File: config.mk
export PLATFORM = sky130hd
export DESIGN_NAME = uart_tx_scheduler_flat
export DESIGN_NICKNAME = d
export VERILOG_FILES = /design/src/rtl/uart_pkg.sv /design/src/rtl/uart_tx_scheduler_if.sv /design/src/rtl/uart_tx_scheduler_rr_arbiter.sv /design/src/rtl/uart_tx_scheduler.sv /design/src/flat_wrapper.sv
export SDC_FILE = /design/constraint.sdc
export NUM_CORES = 1
export LEC_CHECK = 0
export CAP_MARGIN = 10
export CORE_MARGIN = 5
export CORE_UTILIZATION = 47
export DETAILED_ROUTE_END_ITERATION = 8
export GPL_ROUTABILITY_DRIVEN = 1
export GPL_TIMING_DRIVEN = 0
export HOLD_SLACK_MARGIN = 0.02
export PLACE_DENSITY = 0.87
export SLEW_MARGIN = 20
export SYNTH_ARGS = -nofsm -noshare
export SYNTH_HDL_FRONTEND = slang
export SYNTH_SLANG_ARGS = --single-unit
File: constraint.sdc
create_clock -name baud_clk -period 5.1 [get_ports baud_clk]
set_input_delay 1.02 -clock baud_clk [delete_from_list [all_inputs] [get_ports baud_clk]]
set_output_delay 1.02 -clock baud_clk [all_outputs]
set_load 0.03 [all_outputs]
File: src/rtl/uart_pkg.sv
// Shared definitions for the UART transmit scheduler.
// State encoding, frame geometry and the parity helper.
package uart_pkg;

    typedef enum logic [1:0] {
        IDLE = 2'd0,
        SEND = 2'd1,
        BUSY = 2'd2,
        DONE = 2'd3
    } state_t;

    localparam int UART_FRAME_BITS = 11;
    localparam int UART_DATA_BITS  = 8;

    function automatic logic parity_calc(
        input logic [UART_DATA_BITS-1:0] data,
        input logic                      odd
    );
        return (^data) ^ odd;
    endfunction

endpackage

File: src/rtl/uart_tx_scheduler_if.sv
// Requester and PISO-side bundle of the UART transmit scheduler.
// master = scheduler side, slave = requesters plus PISO side.
interface uart_tx_scheduler_if #(
    parameter int NUM_REQ = 4
);
    logic [NUM_REQ-1:0]   req;
    logic [8*NUM_REQ-1:0] req_data;
    logic [NUM_REQ-1:0]   ack;
    logic [NUM_REQ-1:0]   err;
    logic                 piso_send;
    logic [7:0]           piso_data;
    logic                 piso_parity;
    logic                 piso_active;

    modport master (
        input  req, req_data, piso_active,
        output ack, err, piso_send, piso_data, piso_parity
    );

    modport slave (
        output req, req_data, piso_active,
        input  ack, err, piso_send, piso_data, piso_parity
    );
endinterface

File: src/rtl/uart_tx_scheduler_rr_arbiter.sv
// Combinational round-robin arbiter.
// Grants the first set request at or above rr_ptr, wrapping.
module rr_arbiter #(
    parameter  int NUM_REQ = 4,
    localparam int PW      = $clog2(NUM_REQ)
) (
    input  logic [NUM_REQ-1:0] req,
    input  logic [PW-1:0]      rr_ptr,
    output logic               grant_valid,
    output logic [PW-1:0]      grant_id
);

    int            w_idx;
    logic [PW-1:0] w_sel;

    // Walk from the farthest offset down so the nearest hit wins
    always_comb begin
        grant_valid = 1'b0;
        grant_id    = '0;
        w_idx       = 0;
        w_sel       = '0;
        for (int k = NUM_REQ - 1; k >= 0; k--) begin
            w_idx = (int'(rr_ptr) + k) % NUM_REQ;
            w_sel = PW'(w_idx);
            if (req[w_sel]) begin
                grant_valid = 1'b1;
                grant_id    = w_sel;
            end
        end
    end

endmodule

File: src/rtl/uart_tx_scheduler.sv
// Shares one PISO UART transmitter between NUM_REQ byte requesters.
// Round-robin grant, byte/parity latch, start timeout and ack/err pulses.
module uart_tx_scheduler
    import uart_pkg::*;
#(
    parameter int NUM_REQ       = 4,
    parameter int ODD_PARITY    = 0,
    parameter int START_TIMEOUT = 8
) (
    input  logic                  baud_clk,
    input  logic                  reset_n,
    uart_tx_scheduler_if.master   bus,
    output logic                  busy
);

    localparam int PW = $clog2(NUM_REQ);
    localparam int CW = $clog2(START_TIMEOUT) + 1;

    state_t             r_state, w_state;
    logic [PW-1:0]      r_ptr, w_ptr;
    logic [PW-1:0]      r_gid, w_gid;
    logic [CW-1:0]      r_cnt, w_cnt;
    logic [7:0]         r_data, w_data;
    logic               r_par, w_par;
    logic               r_send, w_send;
    logic [NUM_REQ-1:0] r_ack, w_ack;
    logic [NUM_REQ-1:0] r_err, w_err;

    logic               w_gnt_valid;
    logic [PW-1:0]      w_gnt_id;
    logic [7:0]         w_sel_byte;

    rr_arbiter #(
        .NUM_REQ (NUM_REQ)
    ) u_arb (
        .req         (bus.req),
        .rr_ptr      (r_ptr),
        .grant_valid (w_gnt_valid),
        .grant_id    (w_gnt_id)
    );

    assign w_sel_byte = bus.req_data[{w_gnt_id, 3'b000} +: 8];

    function automatic logic [PW-1:0] f_next(input logic [PW-1:0] id);
        return (int'(id) == NUM_REQ - 1) ? '0 : id + 1'b1;
    endfunction

    always_comb begin
        w_state = r_state;
        w_ptr   = r_ptr;
        w_gid   = r_gid;
        w_cnt   = r_cnt;
        w_data  = r_data;
        w_par   = r_par;
        w_send  = r_send;
        w_ack   = '0;
        w_err   = '0;
        unique case (r_state)
            IDLE: begin
                if (w_gnt_valid) begin
                    w_gid   = w_gnt_id;
                    w_data  = w_sel_byte;
                    w_par   = parity_calc(w_sel_byte, ODD_PARITY != 0);
                    w_send  = 1'b1;
                    w_cnt   = '0;
                    w_state = SEND;
                end
            end
            SEND: begin
                if (bus.piso_active) begin
                    w_send  = 1'b0;
                    w_cnt   = '0;
                    w_state = BUSY;
                end else if (r_cnt == CW'(START_TIMEOUT - 1)) begin
                    w_send       = 1'b0;
                    w_cnt        = '0;
                    w_err[r_gid] = 1'b1;
                    w_ptr        = f_next(r_gid);
                    w_state      = IDLE;
                end else if (r_cnt != '1) begin
                    w_cnt = r_cnt + 1'b1;
                end
            end
            // ack is registered so it is visible during DONE
            BUSY: begin
                if (!bus.piso_active) begin
                    w_ack[r_gid] = 1'b1;
                    w_state      = DONE;
                end
            end
            DONE: begin
                w_ptr   = f_next(r_gid);
                w_state = IDLE;
            end
            default: w_state = IDLE;
        endcase
    end

    always_ff @(posedge baud_clk) begin
        if (!reset_n) begin
            r_state <= IDLE;
            r_ptr   <= '0;
            r_gid   <= '0;
            r_cnt   <= '0;
            r_data  <= '0;
            r_par   <= 1'b0;
            r_send  <= 1'b0;
            r_ack   <= '0;
            r_err   <= '0;
        end else begin
            r_state <= w_state;
            r_ptr   <= w_ptr;
            r_gid   <= w_gid;
            r_cnt   <= w_cnt;
            r_data  <= w_data;
            r_par   <= w_par;
            r_send  <= w_send;
            r_ack   <= w_ack;
            r_err   <= w_err;
        end
    end

    assign bus.ack         = r_ack;
    assign bus.err         = r_err;
    assign bus.piso_send   = r_send;
    assign bus.piso_data   = r_data;
    assign bus.piso_parity = r_par;
    assign busy            = (r_state != IDLE);

endmodule
File: src/flat_wrapper.sv
// flat-port wrapper written by rule: the top's interface ports become plain ports
module uart_tx_scheduler_flat import uart_pkg::*;
#(
    parameter int NUM_REQ       = 4,
    parameter int ODD_PARITY    = 0,
    parameter int START_TIMEOUT = 8
)
  (baud_clk, reset_n, busy, bus_req, bus_req_data, bus_piso_active, bus_ack, bus_err, bus_piso_send, bus_piso_data, bus_piso_parity);
  uart_tx_scheduler_if #(.NUM_REQ(NUM_REQ)) bus_i ();
  input  logic baud_clk;
  input  logic reset_n;
  output logic busy;
  input wire logic [$bits(bus_i.req)-1:0] bus_req;
  input wire logic [$bits(bus_i.req_data)-1:0] bus_req_data;
  input wire logic [$bits(bus_i.piso_active)-1:0] bus_piso_active;
  output wire logic [$bits(bus_i.ack)-1:0] bus_ack;
  output wire logic [$bits(bus_i.err)-1:0] bus_err;
  output wire logic [$bits(bus_i.piso_send)-1:0] bus_piso_send;
  output wire logic [$bits(bus_i.piso_data)-1:0] bus_piso_data;
  output wire logic [$bits(bus_i.piso_parity)-1:0] bus_piso_parity;
  assign bus_i.req = bus_req;
  assign bus_i.req_data = bus_req_data;
  assign bus_i.piso_active = bus_piso_active;
  assign bus_ack = bus_i.ack;
  assign bus_err = bus_i.err;
  assign bus_piso_send = bus_i.piso_send;
  assign bus_piso_data = bus_i.piso_data;
  assign bus_piso_parity = bus_i.piso_parity;
  uart_tx_scheduler #(.NUM_REQ(NUM_REQ), .ODD_PARITY(ODD_PARITY), .START_TIMEOUT(START_TIMEOUT)) u_core (.baud_clk(baud_clk), .reset_n(reset_n), .bus(bus_i), .busy(busy));
endmodule
==> out/metrics.csv <==
stage;metric;value;unit
detailed_routing;drtPass1Iterations;4;
die;die-area;0.00451;mm2
clock_tree;cts_tree;built;
die;chipHeight;67.1;um
layout;drive_gt1_share;8.15;%
grt;track_usage;16.2;%
layout;final_nets;278;
clock_tree;cts_buffers;3;
layout;synthToLayoutAreaGrowth;44.2;%
timing;setup_viol;0;
detailed_routing;viasPerCell;4.87;
placement;place_inst;273;
layout;mostFrequentLayoutCell;clkdlybuf4s50_1;
layout;final_cell_mix;57 x clkdlybuf4s50_1, 28 x dfxtp_1, 20 x and2_1;
placement;place.gp.congestion;0.736;
synth;yosys_warnings;0;
clock_tree;clock_latency;340;ps
power_and_ir_drop;p_per_area;265;mW/mm2
critical_path;end_kind;register;
detailed_routing;route.vias.total;1348;
detailed_routing;drt_wl_total;3550;um
timing;skew;11.5;ps
detailed_routing;wire_per_inst;12.8;um
synth;ys_ff_latch;28;
critical_path;crit_type;primary input to register;
clock_tree;ctsHtreeMaxLevel;1;
synth;syn_area_per_cell;8.92;um2
timing;setup_tns;0;ps
clock_tree;cts_hold_buf;0;
placement;post_dp_cell_area;0.00216;mm2
grt;grt_pass1_wl;5510;um
timing;hold_ws;506;ps
hold_path;hp-class;register to register;
layout;fin_cells;277;
layout;fillers;252;
detailed_routing;ant_nets;0;
synth;yosys.area.top_type;dfxtp_1;
synth;synth_area;0.00153;mm2
placement;hpwl;2880;um
die;io_pins;58;
timing;grt_setup_unrepaired;no;
clock_tree;cts.clk_slew.worst_paths;150;ps
synth;syn_nets;216;
die;initial_core_util;49.4;%
synth;synth_cell_types;30;
placement;place_ws;1640;ps
grt;antenna_found_initial;0;
layout;n_antenna_cell;0;
die;dieWidth;67.1;um
detailed_routing;drtIter0Drc;56;
clock_tree;clock_path_buffers;2;
grt;grt_pass1_vias;1214;
timing;tightest_slew;693;ps
synth;synth.area.top_cells;dfxtp_1 37%, mux2i_1 11%, and2_1 8.2%;
clock_tree;cts_resized;0;
critical_path;worstPathMaxFanout;9;
timing;timing.final.crit_share;60.3;%
power_and_ir_drop;p_leak;0.935;nW
clock_tree;cts_setup_buffers;0;
run_status;status;complete, no violations;
die;core_area;0.00310;mm2
die;row_count;20;
run;cap_violations;0;
placement;io_buffers;57;
timing;hold_violations;0;
layout;postLayoutCellArea;0.00221;mm2
critical_path;start_kind;primary input;
power_and_ir_drop;ir_drop;285;uV
timing;drv_slew;0;
timing;timing.final.ws_setup;2020;ps
clock_tree;cts-root-buf;clkbuf_4;
timing;fmax;325;MHz
synth;ys_seq_area_share;36.5;%
timing;post-route-min-period;3080;ps
critical_path;critPathArrivalTime;3320;ps
critical_path;critPathRequiredTime;5340;ps
synth;synth_top_area_share;36.5;%
grt;grt_overflow;0;
synth;synthCells;172;
timing;relSlewSlack;53.4;%
clock_tree;cts.sinks;28;
detailed_routing;route.detailed.drc;0;
grt;grt_start_max_net_pins;17;
[final cells by class]
type | instances | area, um2 | share of cell area [%]
Inverter | 7 | 26.3 | 1.19
Clock buffer | 3 | 22.5 | 1.02
Clock inverter | 1 | 30.0 | 1.36
Tap cell | 44 | 55.1 | 2.49
Multi-Input combinational cell | 131 | 901 | 40.7
Timing Repair Buffer | 57 | 571 | 25.8
Sequential cell | 28 | 561 | 25.3
Buffer | 6 | 46.3 | 2.09
[cells in the mapped netlist]
cell type and n:
dfxtp_1 28, and2_1 20, mux2i_1 17, nand2_1 15
o21ai_0 14, nor2_1 10, mux2_2 8, xnor2_1 8
inv_1 7, a21oi_1 5, ha_1 5, a21boi_0 4
clkbuf_1 4, o22ai_1 4, nand2b_1 3, or2_2 3
a21o_1 2, nor2b_1 2, nor3_1 2, a21oi_2 1
and3_1 1, buf_12 1, buf_6 1, nand3_1 1
nand4_1 1, nor2b_2 1, nor4_1 1, o31ai_1 1
or3_1 1, xor2_1 1
[report_power, final]
group          leakage [nW]  internal (W)  switching, W  total [W]
registers             0.229      0.000235     0.0000105   0.000245
clock network        0.0279     0.0000796     0.0000647   0.000144
logic                 0.678      0.000103     0.0000947   0.000197
[routing by layer]
metal	up-vias	GRT usage (%)	wire (um)
li1	711	-	-
met1	606	20.2	1540
met2	27	26.9	1820
met3	4	3.66	144
met4	0	6.84	48
met5	-	0	0
[worst max-delay path, cell delays in order]
cell and delay [ps]:
clkdlybuf4s50_1 450, nor2b_2 180, a21oi_1 120, o22ai_1 100, a21oi_2 410, mux2_2 440, xnor2_1 220, xnor2_1 160
xnor2_1 140, a21oi_1 80
[worst paths after layout]
path / slack, ps / end / cells after the start / start
setup / recovery: 2020 / u_core.bus.piso_parity / 10 / bus_req[0]
hold / removal: 510 / u_core.bus.piso_send / 2 / u_core.bus.piso_send
setup reg to reg: 2870 / u_core.bus.piso_parity / 9 / u_core.r_ptr[0]
hold reg to reg: 510 / u_core.bus.piso_send / 2 / u_core.bus.piso_send
[cell families after synthesis]
| logic type | Yosys count | synth area share (%) |
|---|---|---|
| adder cells (fa/ha/maj) | 5 | 4.08 |
| AND/OR/NAND/NOR | 61 | 20.7 |
| AO/OA/AOI/OAI | 31 | 11.8 |
| XOR/XNOR | 9 | 5.14 |
| buffers and inverters | 13 | 4.73 |
| flip-flops | 28 | 36.5 |
| multiplexers | 25 | 17.0 |
[registers in the layout, indices dropped and copies added (netlist names), named ones only]
signal                  cells
u_core.bus.ack              4
u_core.bus.err              4
u_core.bus.piso_data        8
u_core.bus.piso_parity      1
u_core.bus.piso_send        1
u_core.r_cnt                4
u_core.r_gid                2
u_core.r_ptr                2
u_core.r_state              1
[metrics by stage]
stage | power, W | utilization [%]
CTS | 0.000590 | 71.3
floorplan | 0.000371 | -
finish | 0.000587 | 71.3
global placement | 0.000444 | 69.6
global route | 0.000619 | 71.3
detailed placement | 0.000447 | 69.6
(Power assumes the default switching activity.)
